<file path="src/rtl/cycle_sequencer.sv">
// cycle_sequencer: per-instruction cycle counter with run/pause/step control, halt, watchdog and retire count
module cycle_sequencer #(
  parameter int CNT_W = 3,
  parameter int MAX_STEP = 7,
  parameter int IC_W = 16
) (
  input  logic             clk,
  input  logic             Rst,
  input  logic             Run,
  input  logic             Step,
  input  logic             Buff_PC,
  input  logic             Done,
  output logic [CNT_W-1:0] Cnt,
  output logic             IR_load,
  output logic             Active,
  output logic             Paused,
  output logic             Halted,
  output logic             Fault,
  output logic [IC_W-1:0]  InsCount
);
  typedef enum logic [2:0] {IDLE, RUN, PAUSE, STEP, HALT, FAULT} state_t;
  localparam logic [CNT_W-1:0] MAX = CNT_W'(MAX_STEP);
  state_t state, state_n;
  logic [CNT_W-1:0] cnt_n;
  logic [IC_W-1:0] ic_n;
  logic step_d, step_edge;
  assign step_edge = Step & ~step_d;
  always_comb begin
    state_n = state;
    cnt_n = Cnt;
    ic_n = InsCount;
    case (state)
      IDLE: state_n = Run ? RUN : PAUSE;
      RUN, STEP: begin
        if (Buff_PC) begin
          cnt_n = '0;
          ic_n = InsCount + 1'b1;
          state_n = Done ? HALT : (state == STEP || !Run) ? PAUSE : RUN;
        end else if (Cnt == MAX) begin
          state_n = FAULT;
        end else begin
          cnt_n = Cnt + 1'b1;
        end
      end
      PAUSE: begin
        cnt_n = '0;
        state_n = Run ? RUN : step_edge ? STEP : PAUSE;
      end
      HALT: cnt_n = '0;
      default: ;
    endcase
  end
  always_ff @(posedge clk) begin
    if (Rst) begin
      state <= IDLE;
      Cnt <= '0;
      InsCount <= '0;
      step_d <= 1'b0;
    end else begin
      state <= state_n;
      Cnt <= cnt_n;
      InsCount <= ic_n;
      step_d <= Step;
    end
  end
  assign Active = (state == RUN) || (state == STEP);
  assign Paused = state == PAUSE;
  assign Halted = state == HALT;
  assign Fault = state == FAULT;
  assign IR_load = Active && (Cnt == '0);
endmodule

</file>
<file path="config.mk">
export PLATFORM = sky130hd
export DESIGN_NAME = cycle_sequencer
export DESIGN_NICKNAME = d
export VERILOG_FILES = /design/src/rtl/cycle_sequencer.sv
export SDC_FILE = /design/constraint.sdc
export NUM_CORES = 1
export LEC_CHECK = 0
export BUFFER_PORTS_ARGS = -buffer_cell sky130_fd_sc_hd__buf_2
export CAP_MARGIN = 20
export CORE_AREA = 2 2 51 53
export CTS_CLUSTER_DIAMETER = 120
export DETAILED_ROUTE_END_ITERATION = 10
export DIE_AREA = 0 0 53 55
export GPL_ROUTABILITY_DRIVEN = 0
export PLACE_DENSITY = 0.72
export SLEW_MARGIN = 20
export SYNTH_ARGS = -nofsm -noshare
export SYNTH_HDL_FRONTEND = slang
export SYNTH_SLANG_ARGS = --single-unit
</file>
<file path="constraint.sdc">
create_clock -name clk -period 2.2 [get_ports clk]
set_clock_uncertainty 0.15 [all_clocks]
set_input_delay 0.44 -clock clk [delete_from_list [all_inputs] [get_ports clk]]
set_output_delay 0.44 -clock clk [all_outputs]
set_load 0.05 [all_outputs]
</file>
==> impl_metrics.json, run 1 <==
{
  "final_net_count": 174,
  "critical_path.top_delay_family": "simple AND/OR/NAND/NOR gates",
  "synth.avg_cell_area_um2": 8.43,
  "max_stage_delay_ns": 0.45,
  "netlist.top_cell.by_area": "sky130_fd_sc_hd__dfxtp_1",
  "route.detailed.wl_per_inst_um": 11.8,
  "insertedDiodeCount": 0,
  "rr_endpoint": "InsCount[15]$_SDFFE_PP0P_",
  "critPathLaunchType": "flop",
  "count_of_flip_flops_with_a_built_in_enable_after_synthesis": 0,
  "required_ns": 1.61,
  "crit_path_max_fo": 12,
  "total_grt_overflow": 0,
  "die-height_um": 55,
  "startpoint": "state[0]$_SDFFE_PP0P_",
  "drc": 0,
  "placedInstanceArea_um2": 1320,
  "cts-root-buf": "sky130_fd_sc_hd__clkbuf_4",
  "stdcell_area_um2": 1350,
  "cp-endpoint": "IR_load",
  "num_vias": 1006,
  "power.static_leakage_uw": 0.000547,
  "slew-limit-headroom_pct": 64.8,
  "grt_start_max_net_pins": 24,
  "drv_cap": 0,
  "ys_types": 30,
  "final-max-slew-violation-count": 0,
  "fp.coreArea_um2": 2360,
  "whs_path_depth": 2,
  "clk_path_buf_depth": 2,
  "io_buffer_count": 29,
  "place.detailed.hpwl_um": 1710,
  "irDropWorstVdd_uv": 336,
  "worstHoldPathType": "in -> reg",
  "layout_setup_ws_ns": 0.140,
  "cp_bufs_invs": 1,
  "power-per-cell-area_nw_per_um2": 542,
  "fill_cells": 246,
  "first_pass_grt_wire_length_um": 3660,
  "dominantRegCellSynth": "sky130_fd_sc_hd__dfxtp_1",
  "synth-seq-area-share_pct": 40.2,
  "cts_hold_bufs": 0,
  "timing.setup.critical_path_class": "reg -> out",
  "synthDominantCellAreaShare_pct": 40.2,
  "clkSinkCount": 23,
  "synthArstFlopShare_pct": 0,
  "tritoncts.num_buffers": 3,
  "crit_end_category": "output pin",
  "io_pins": 30,
  "reg2reg_from": "InsCount[3]$_SDFFE_PP0P_",
  "synth_fa_ha_area_share_pct": 4.37,
  "postRouteAntennaNets": 0,
  "drt_first_pass_iters": 4,
  "clkTransAtPathRegs_ns": 0.12,
  "min_period_ns": 2.06,
  "worst-path-stages": 3,
  "vias_in_the_first_global_route": 860,
  "synthMuxAreaShare_pct": 0.983,
  "clk_latency_worst_skew_pair_ns": 0.30,
  "finalCritPeriodShare_pct": 93.6,
  "cp_data_arrival_time_ns": 1.47,
  "synth.ff_latch_count": 23,
  "setup_slack_reg_to_reg_ns": 0.37,
  "pre_cts_slack_ns": 0.292,
  "final_common_cell": "sky130_fd_sc_hd__buf_2",
  "ctsResizeCount": 1,
  "synth_top_cells_by_area": "sky130_fd_sc_hd__dfxtp_1, sky130_fd_sc_hd__xnor2_1, sky130_fd_sc_hd__nor2_1",
  "finalSetupViolations": 0,
  "syn-cell-area_um2": 1150,
  "drt_wl_total_um": 2280,
  "dominant_combinational_cell_family_by_area_after_synthesis": "simple AND/OR/NAND/NOR gates",
  "most-common-layout-cells": "sky130_fd_sc_hd__buf_2, sky130_fd_sc_hd__dfxtp_1, sky130_fd_sc_hd__nor2_1",
  "fmax_ghz": 0.485,
  "detail_route.vias_per_cell": 5.21,
  "synth_simple_gate_area_share_pct": 30.5,
  "synth_compound_gate_area_share_pct": 11.1,
  "htreeDepth": 1,
  "drtIter0Drc": 4,
  "cts_post_setup_buffers_inserted": 0,
  "worst_pin_slew_ns": 0.524,
  "std_cell_rows": 18,
  "grt.total_usage_pct": 17.1,
  "synthesis.yosys.warnings": 0,
  "grt_setup_unrepaired": "no",
  "xor_and_xnor_area_share_after_synthesis_pct": 9.17,
  "postSynthCellCount": 136,
  "total_power_uw": 729,
  "floorplan.die.width_um": 53,
  "r2r.worst_path.cells": 4,
  "number_of_antenna_violations_at_the_first_check_in_global_routing": 0,
  "hold_violations": 0,
  "outcome": "finished, final reports clean",
  "fp.dieArea_um2": 2920,
  "path_cells": "nor2b_2 > and3b_1 > buf_2",
  "drive_gt1_share_pct": 25.2,
  "initial_core_util_pct": 48.5,
  "cts_tree": "yes",
  "syn_to_final_growth_pct": 17.4,
  "syn-num-nets": 146,
  "timing.critical_path.slowest_stage_cell": "sky130_fd_sc_hd__dfxtp_2"
}
[power by group]
| group | internal, uW | total (uW) | switching [uW] | leakage (uW) |
|---|---|---|---|---|
| Clock | 70.6 | 192 | 122 | 0.0000150 |
| Combinational | 28.9 | 95.8 | 66.9 | 0.000346 |
| Sequential | 425 | 441 | 15.5 | 0.000187 |
| Total | 525 | 729 | 204 | 0.000547 |
[worst min path at each step]
| stage | from | endpoint | slack, ns |
|---|---|---|---|
| global placement | InsCount[15]$_SDFFE_PP0P_ | InsCount[15]$_SDFFE_PP0P_ | 0.32 |
| finish | Step | step_d$_SDFF_PP0_ | 0.22 |
| detailed placement | InsCount[15]$_SDFFE_PP0P_ | InsCount[15]$_SDFFE_PP0P_ | 0.33 |
| floorplan | Rst | Cnt[2]$_SDFFE_PP0P_ | 0.36 |
| global route | Step | step_d$_SDFF_PP0_ | 0.24 |
| CTS | Step | step_d$_SDFF_PP0_ | 0.21 |
[routing by layer]
| layer | vias to the layer above | track usage [%] | wire length, um | part of all wire, % |
|---|---|---|---|---|
| met2 | 21 | 29.6 | 1090 | 48 |
| met4 | 0 | 6.41 | 10 | 0.44 |
| li1 | 530 | - | - | - |
| met5 | - | 0 | 0 | 0 |
| met1 | 453 | 21.4 | 1050 | 46 |
| met3 | 2 | 2.69 | 125 | 5.5 |
[sequential cells by signal, indices dropped and copies added, names as in the netlist]
signal,flops
state,3
InsCount,16
step_d,1
Cnt,3
[final cells by class]
type                            count  area (um^2)  share of cell area, %
Tap cell                           30         37.5                   2.79
Clock buffer                        4         26.3                   1.95
Sequential cell                    23          462                   34.3
Multi-Input combinational cell    102          656                   48.7
Inverter                            5         18.8                   1.40
Timing Repair Buffer               29          145                   10.8
[Yosys cell counts, types with 2 or more instances]
| library cell | count |
|---|---|
| sky130_fd_sc_hd__o21ai_0 | 7 |
| sky130_fd_sc_hd__nand3_1 | 7 |
| sky130_fd_sc_hd__xor2_1 | 4 |
| sky130_fd_sc_hd__inv_1 | 5 |
| sky130_fd_sc_hd__clkbuf_1 | 5 |
| sky130_fd_sc_hd__nor2b_1 | 3 |
| sky130_fd_sc_hd__nand2b_1 | 2 |
| sky130_fd_sc_hd__xnor2_1 | 8 |
| sky130_fd_sc_hd__nand4_1 | 3 |
| sky130_fd_sc_hd__nor2_1 | 16 |
| sky130_fd_sc_hd__nor3_1 | 3 |
| sky130_fd_sc_hd__or4_1 | 2 |
| sky130_fd_sc_hd__nor3b_1 | 4 |
| sky130_fd_sc_hd__nand2_1 | 9 |
| sky130_fd_sc_hd__dfxtp_1 | 23 |
| sky130_fd_sc_hd__ha_1 | 4 |
| sky130_fd_sc_hd__nor4_1 | 6 |
| sky130_fd_sc_hd__o31ai_1 | 2 |
| sky130_fd_sc_hd__a21oi_1 | 11 |
| sky130_fd_sc_hd__or3_2 | 2 |
[kinds of logic after synthesis]
group / Yosys count
AOI/OAI and AO/OA: 23
xor gates and xnor gates: 12
adders and majority gates: 4
buffers and inverters: 11
DFF: 23
muxes: 1
and+or+nand+nor: 62
[worst register-to-register path, cell delays in order, from the launching register on]
cell and delay (ns):
sky130_fd_sc_hd__dfxtp_1 0.49, sky130_fd_sc_hd__nand4_4 0.18, sky130_fd_sc_hd__or2_4 0.31, sky130_fd_sc_hd__or4_1 0.50, sky130_fd_sc_hd__a21oi_1 0.14
[metrics by stage]
| stage | TNS, ns | util [%] | hold WS [ns] | cells |
|---|---|---|---|---|
| floorplan | -0.253 | - | 0.359 | 136 |
| global placement | 0 | 55.7 | 0.316 | 189 |
| detailed placement | 0 | 55.7 | 0.333 | 189 |
| CTS | 0 | 56.9 | 0.213 | 193 |
| global route | 0 | 56.9 | 0.237 | 193 |
| finish | 0 | 56.9 | 0.224 | 193 |
(Power assumes the default switching activity.)
==> run 2, diff against run 1 <==
--- a/config.mk
+++ b/config.mk
@@ -7,12 +7,12 @@
 export LEC_CHECK = 0
 export BUFFER_PORTS_ARGS = -buffer_cell sky130_fd_sc_hd__buf_2
 export CAP_MARGIN = 20
-export CORE_AREA = 2 2 51 53
+export CORE_AREA = 2 2 53 55
 export CTS_CLUSTER_DIAMETER = 120
 export DETAILED_ROUTE_END_ITERATION = 10
-export DIE_AREA = 0 0 53 55
+export DIE_AREA = 0 0 55 57
 export GPL_ROUTABILITY_DRIVEN = 0
-export PLACE_DENSITY = 0.72
+export PLACE_DENSITY = 0.69
 export SLEW_MARGIN = 20
 export SYNTH_ARGS = -nofsm -noshare
 export SYNTH_HDL_FRONTEND = slang
==> constraint.sdc (replaced) <==
create_clock -name clk -period 1.82 [get_ports clk]
set_clock_uncertainty 0.15 [all_clocks]
set_input_delay 0.364 -clock clk [delete_from_list [all_inputs] [get_ports clk]]
set_output_delay 0.364 -clock clk [all_outputs]
set_load 0.05 [all_outputs]
==> impl_metrics.json, run 2 (same netlist as run 1, synthesis figures left out) <==
{
  "drt_wl_total_um": 2440,
  "final-max-slew-violation-count": 0,
  "critPathLaunchType": "flop",
  "io_pins": 30,
  "final.hold.worst_slack_ns": 0.133,
  "outcome": "finished, final reports clean",
  "final_net_count": 179,
  "timing.setup.critical_path_class": "reg -> out",
  "min_period_ns": 1.77,
  "required_ns": 1.31,
  "grt.total_usage_pct": 17.7,
  "route.detailed.wl_per_inst_um": 12.3,
  "floorplan.die.width_um": 55,
  "drc": 0,
  "postRouteAntennaNets": 0,
  "number_of_antenna_violations_at_the_first_check_in_global_routing": 0,
  "timing.hold.worst_endpoint": "step_d$_SDFF_PP0_",
  "worstHoldPathType": "in -> reg",
  "crit_path_max_fo": 4,
  "setup_slack_reg_to_reg_ns": 0.10,
  "grt_setup_unrepaired": "yes",
  "fp.dieArea_um2": 3140,
  "clkTransAtPathRegs_ns": 0.13,
  "fin_tns_setup_ns": 0,
  "fill_cells": 257,
  "hold_violations": 0,
  "drive_gt1_share_pct": 37.5,
  "cp_data_arrival_time_ns": 1.26,
  "reg2reg_from": "InsCount[4]$_SDFFE_PP0P_",
  "initial_core_util_pct": 43.8,
  "place_inst": 194,
  "irDropWorstVdd_uv": 350,
  "total_grt_overflow": 0,
  "layout_top_registers": "InsCount x16, Cnt x3, state x3",
  "register_area_um2": 490,
  "final_cell_count_no_fill": 199,
  "worst_pin_slew_ns": 0.549,
  "drt_first_pass_iters": 4,
  "most-common-layout-cells": "sky130_fd_sc_hd__buf_2, sky130_fd_sc_hd__nor2_1, sky130_fd_sc_hd__dfxtp_2",
  "cts-root-buf": "sky130_fd_sc_hd__clkbuf_4",
  "detailroute.wirelength.met3_um": 124,
  "met1Wirelength_um": 1120,
  "finalSetupViolations": 0,
  "whs_path_depth": 2,
  "detail_route.vias_per_cell": 5.35,
  "io_buffer_count": 29,
  "finalCritPeriodShare_pct": 97.3,
  "syn_to_final_growth_pct": 26.9,
  "tritoncts.num_buffers": 3,
  "final_common_cell": "sky130_fd_sc_hd__buf_2",
  "power-per-cell-area_nw_per_um2": 627,
  "clkSinkCount": 23,
  "multi_input_area_um2": 672,
  "clk_path_buf_depth": 2,
  "cts_tree": "yes",
  "r2r.worst_path.cells": 4,
  "regMostFlops": "InsCount",
  "crit_end_category": "output pin",
  "rr_endpoint": "InsCount[15]$_SDFFE_PP0P_",
  "vias_in_the_first_global_route": 952,
  "slew-limit-headroom_pct": 63.0,
  "fmax_ghz": 0.565,
  "power.static_leakage_uw": 0.000592,
  "largest_register_ffs": 16,
  "pre_cts_slack_ns": 0.0685,
  "num_vias": 1065,
  "routed.top_layer": "met4",
  "insertedDiodeCount": 0,
  "layout_setup_ws_ns": 0.0494,
  "drtIter0Drc": 19,
  "worst_hold_startpoint": "Step",
  "fp.coreArea_um2": 2620,
  "routed-wl-met2_um": 1160,
  "clk_latency_worst_skew_pair_ns": 0.31,
  "htreeDepth": 1,
  "drv_cap": 0,
  "total_power_uw": 911,
  "std_cell_rows": 19,
  "first_pass_grt_wire_length_um": 4170,
  "grt_start_max_net_pins": 24,
  "die-height_um": 57,
  "place.detailed.hpwl_um": 1800
}
==> run 2: changes by cell type in the layout (fill, tap and decap cells not counted), sizes merged <==
cell  delta
buf      +5
==> run 2: area by class of cell <==
type                       instances  share of cell area, %
timing repair buffer              34                   14.3
clock buffer                       4                   1.81
sequential                        23                   33.7
inverter                           5                   1.29
multi-input combinational        102                   46.2
tap                               31                   2.67
==> run 2: metrics by stage <==
step	area, um^2	utilization, %
2_1_floorplan	1190	-
3_3_place_gp	1380	52.9
3_5_place_dp	1380	52.9
4_1_cts	1430	54.5
5_1_grt	1450	55.6
6_report	1450	55.6
==> run 2: worst max path at each step <==
stage                                startpoint                   endpoint  cells after the start  slack, ns
after floorplan           state[0]$_SDFFE_PP0P_                    IR_load                      3      -0.25
after global placement                  Buff_PC  InsCount[15]$_SDFFE_PP0P_                      5       0.13
after detailed placement  state[0]$_SDFFE_PP0P_  InsCount[15]$_SDFFE_PP0P_                      4       0.07
after CTS                 state[2]$_SDFFE_PP0P_                      Fault                      3     0.0002
after global routing      state[0]$_SDFFE_PP0P_                    IR_load                      3      -0.01
final                       Cnt[0]$_SDFFE_PP0P_                    IR_load                      4       0.05
==> run 2: power breakdown <==
part | internal [uW] | switching (uW) | total, uW | leakage [uW]
clock | 85.6 | 154 | 239 | 0.0000150
combinational | 52.1 | 92.2 | 144 | 0.000382
sequential | 511 | 16.5 | 528 | 0.000195
==> run 2: critical path: stages, from the launching register on <==
cell and delay [ns]:
sky130_fd_sc_hd__dfxtp_2 0.38, sky130_fd_sc_hd__inv_2 0.05, sky130_fd_sc_hd__ha_1 0.19, sky130_fd_sc_hd__and3b_1 0.19
sky130_fd_sc_hd__buf_6 0.15
==> run 2: what timing repair did <==
| item | 4_1_cts | 5_1_grt |
|---|---|---|
| buffers inserted | 0 | 1 |
| gates resized for setup | 8 | 9 |
| pin swaps | 0 | 1 |
| hold buffers | 0 | 0 |
| setup endpoints to repair | 5 | 4 |
==> run 2: per-layer routing <==
| metal | global-route usage [%] | vias to the layer above |
|---|---|---|
| met5 | 0 | - |
| li1 | - | 542 |
| met2 | 28.4 | 25 |
| met3 | 3.14 | 4 |
| met4 | 6.27 | 0 |
| met1 | 23.4 | 494 |
==> run 3, diff against run 2 <==
--- a/config.mk
+++ b/config.mk
@@ -5,12 +5,13 @@
 export SDC_FILE = /design/constraint.sdc
 export NUM_CORES = 1
 export LEC_CHECK = 0
+export ABC_AREA = 1
 export BUFFER_PORTS_ARGS = -buffer_cell sky130_fd_sc_hd__buf_2
 export CAP_MARGIN = 20
-export CORE_AREA = 2 2 53 55
+export CORE_AREA = 2 2 55 57
 export CTS_CLUSTER_DIAMETER = 120
 export DETAILED_ROUTE_END_ITERATION = 10
-export DIE_AREA = 0 0 55 57
+export DIE_AREA = 0 0 57 59
 export GPL_ROUTABILITY_DRIVEN = 0
 export PLACE_DENSITY = 0.69
 export SLEW_MARGIN = 20
==> impl_metrics.json, run 3 <==
{
  "fp.coreArea_um2": 2710,
  "synthDominantCellAreaShare_pct": 36.7,
  "die-height_um": 59,
  "regMostFlops": "InsCount",
  "required_ns": 1.31,
  "share_seq_of_total_power_pct": 49.6,
  "worstHoldPathType": "in -> reg",
  "vias_in_the_first_global_route": 1074,
  "clkTransAtPathRegs_ns": 0.13,
  "critPathLaunchType": "flop",
  "ys_types": 27,
  "syn-num-nets": 179,
  "synthArstFlopShare_pct": 0,
  "largest_register_ffs": 16,
  "most_common_cell_in_the_netlist": "sky130_fd_sc_hd__nand2_1",
  "power.static_leakage_uw": 0.000778,
  "cts-root-buf": "sky130_fd_sc_hd__clkbuf_4",
  "postSynthCellCount": 169,
  "grt.total_usage_pct": 17.0,
  "cts_tree": "yes",
  "crit_path_max_fo": 6,
  "synthesis.yosys.warnings": 0,
  "whs_path_depth": 3,
  "std_cell_rows": 19,
  "final.hold.worst_slack_ns": 0.109,
  "num_vias": 1175,
  "power.net_switching_uw": 417,
  "r2r.worst_path.cells": 7,
  "insertedDiodeCount": 0,
  "final-max-slew-violation-count": 0,
  "drive_gt1_share_pct": 29.1,
  "cp_data_arrival_time_ns": 1.24,
  "power-per-cell-area_nw_per_um2": 744,
  "count_of_flip_flops_with_a_built_in_enable_after_synthesis": 0,
  "postRouteAntennaNets": 0,
  "drt_first_pass_iters": 4,
  "drt_wl_total_um": 2680,
  "min_period_ns": 1.75,
  "drtIter0Drc": 27,
  "io_buffer_count": 29,
  "netlist.top_cell.by_area": "sky130_fd_sc_hd__dfxtp_1",
  "layout_top_registers": "InsCount x16, Cnt x3, state x3",
  "finalSetupViolations": 0,
  "cts_hold_bufs": 0,
  "hold_violations": 0,
  "io_pins": 30,
  "drv_cap": 0,
  "detail_route.vias_per_cell": 5.02,
  "final_common_cell": "sky130_fd_sc_hd__nand2_1",
  "timing.hold.worst_endpoint": "step_d$_SDFF_PP0_",
  "worst_hold_startpoint": "Step",
  "htreeDepth": 1,
  "initial_core_util_pct": 46.3,
  "place.detailed.hpwl_um": 2010,
  "switching_share_pct": 37.0,
  "pre_cts_slack_ns": 0.235,
  "total_grt_overflow": 0,
  "grt_start_max_net_pins": 14,
  "most-common-layout-cells": "sky130_fd_sc_hd__nand2_1, sky130_fd_sc_hd__inv_1, sky130_fd_sc_hd__buf_2",
  "layout_setup_ws_ns": 0.0686,
  "irDropWorstVdd_uv": 583,
  "clk_latency_worst_skew_pair_ns": 0.32,
  "floorplan.die.width_um": 57,
  "synth.ff_latch_count": 23,
  "timing.setup.critical_path_class": "reg -> out",
  "power.share.clock_pct": 21.7,
  "clk_path_buf_depth": 2,
  "first_pass_grt_wire_length_um": 4490,
  "clkSinkCount": 23,
  "intPower_uw": 710,
  "final_net_count": 214,
  "dominantRegCellSynth": "sky130_fd_sc_hd__dfxtp_1",
  "power.share.combinational_pct": 28.7,
  "synth-seq-area-share_pct": 36.7,
  "drc": 0,
  "syn_to_final_growth_pct": 20.9,
  "rr_endpoint": "state[0]$_SDFFE_PP0P_",
  "finalCritPeriodShare_pct": 96.2,
  "tritoncts.num_buffers": 3,
  "reg2reg_from": "Cnt[0]$_SDFFE_PP0P_",
  "crit_end_category": "output pin",
  "slew-limit-headroom_pct": 76.9,
  "outcome": "finished, final reports clean",
  "synth_top_cells_by_area": "sky130_fd_sc_hd__dfxtp_1, sky130_fd_sc_hd__nand2_1, sky130_fd_sc_hd__inv_1",
  "syn-cell-area_um2": 1250,
  "fmax_ghz": 0.571,
  "grt_setup_unrepaired": "no",
  "route.detailed.wl_per_inst_um": 11.5,
  "synth_top_cells_by_count": "sky130_fd_sc_hd__nand2_1, sky130_fd_sc_hd__inv_1, sky130_fd_sc_hd__nor2_1, sky130_fd_sc_hd__dfxtp_1, sky130_fd_sc_hd__a21oi_1",
  "fp.dieArea_um2": 3360,
  "setup_slack_reg_to_reg_ns": 0.28,
  "number_of_antenna_violations_at_the_first_check_in_global_routing": 0,
  "worst_pin_slew_ns": 0.346,
  "synth.avg_cell_area_um2": 7.42,
  "startpoint": "state[0]$_SDFFE_PP0P_"
}
## run 3: cell count changes after synthesis, sizes merged, moves of 3 or more
cell	before	now
nand2	9	32
inv	5	27
nor2	16	29
xnor2	8	1
nor4	6	0
clkbuf	5	2
nor2b	3	0
## run 3: through the flow
stage,util [%],power (uW),setup TNS (ns),instance area (um^2),std cells
6_report,55.9,1130,0,1520,234
5_1_grt,55.9,1190,0,1520,234
4_1_cts,55.2,1120,0,1500,234
3_5_place_dp,53.4,857,0,1450,228
3_3_place_gp,53.4,851,0,1450,228
2_1_floorplan,-,790,-0.136,1260,169
## run 3: power by group through the flow
| stage | Clock [uW] | Combinational (uW) | Sequential [uW] |
|---|---|---|---|
| floorplan | 0 | 202 | 588 |
| global placement | 0 | 289 | 563 |
| detailed placement | 0 | 293 | 564 |
| CTS | 258 | 312 | 555 |
| global route | 272 | 351 | 564 |
| finish | 244 | 323 | 559 |
## run 3: cell type report
type,instances,area (um^2)
clock inverters,1,5.00
fillers,297,1190
inverters,27,101
clock buffers,3,22.5
well taps,31,38.8
flip-flops and latches,23,468
repair buffers,32,185
multi-input cells,117,694
## run 3: what timing repair did
item | CTS | global route
gates cloned | 0 | 0
setup buffers | 2 | 0
pin swaps | 0 | 0
setup endpoints to repair | 4 | 4
resized for setup | 3 | 11
## run 3: how the worst max path moves through the flow
stage / endpoint / cells past startpoint
CTS: Fault / 4
global placement: IR_load / 5
detailed placement: IR_load / 5
global route: IR_load / 5
finish: Paused / 4
floorplan: IR_load / 4
## run 3: cell families (layout without fill, tap and decap cells)
logic type / after synthesis / after routing / synth area share (%)
and+or+nand+nor: 82 / 82 / 35.8
adders and majority gates: 4 / 4 / 3.99
buffers and inverters: 29 / 63 / 8.68
xor gates and xnor gates: 4 / 4 / 2.79
AOI/OAI and AO/OA: 27 / 27 / 12.0
DFF: 23 / 23 / 36.7
## run 3: critical path, cell delays in order, from the launching register on
cell,delay [ns]
sky130_fd_sc_hd__dfxtp_4,0.39
sky130_fd_sc_hd__inv_1,0.12
sky130_fd_sc_hd__nand3_1,0.13
sky130_fd_sc_hd__inv_1,0.08
sky130_fd_sc_hd__buf_4,0.19
## run 3: routing by layer
| layer | part of all wire, % | global-route usage, % | up-vias |
|---|---|---|---|
| li1 | - | - | 614 |
| met1 | 46 | 21.3 | 528 |
| met4 | 2.4 | 7.97 | 0 |
| met5 | 0 | 0 | - |
| met3 | 4.8 | 2.84 | 7 |
| met2 | 47 | 28.9 | 26 |
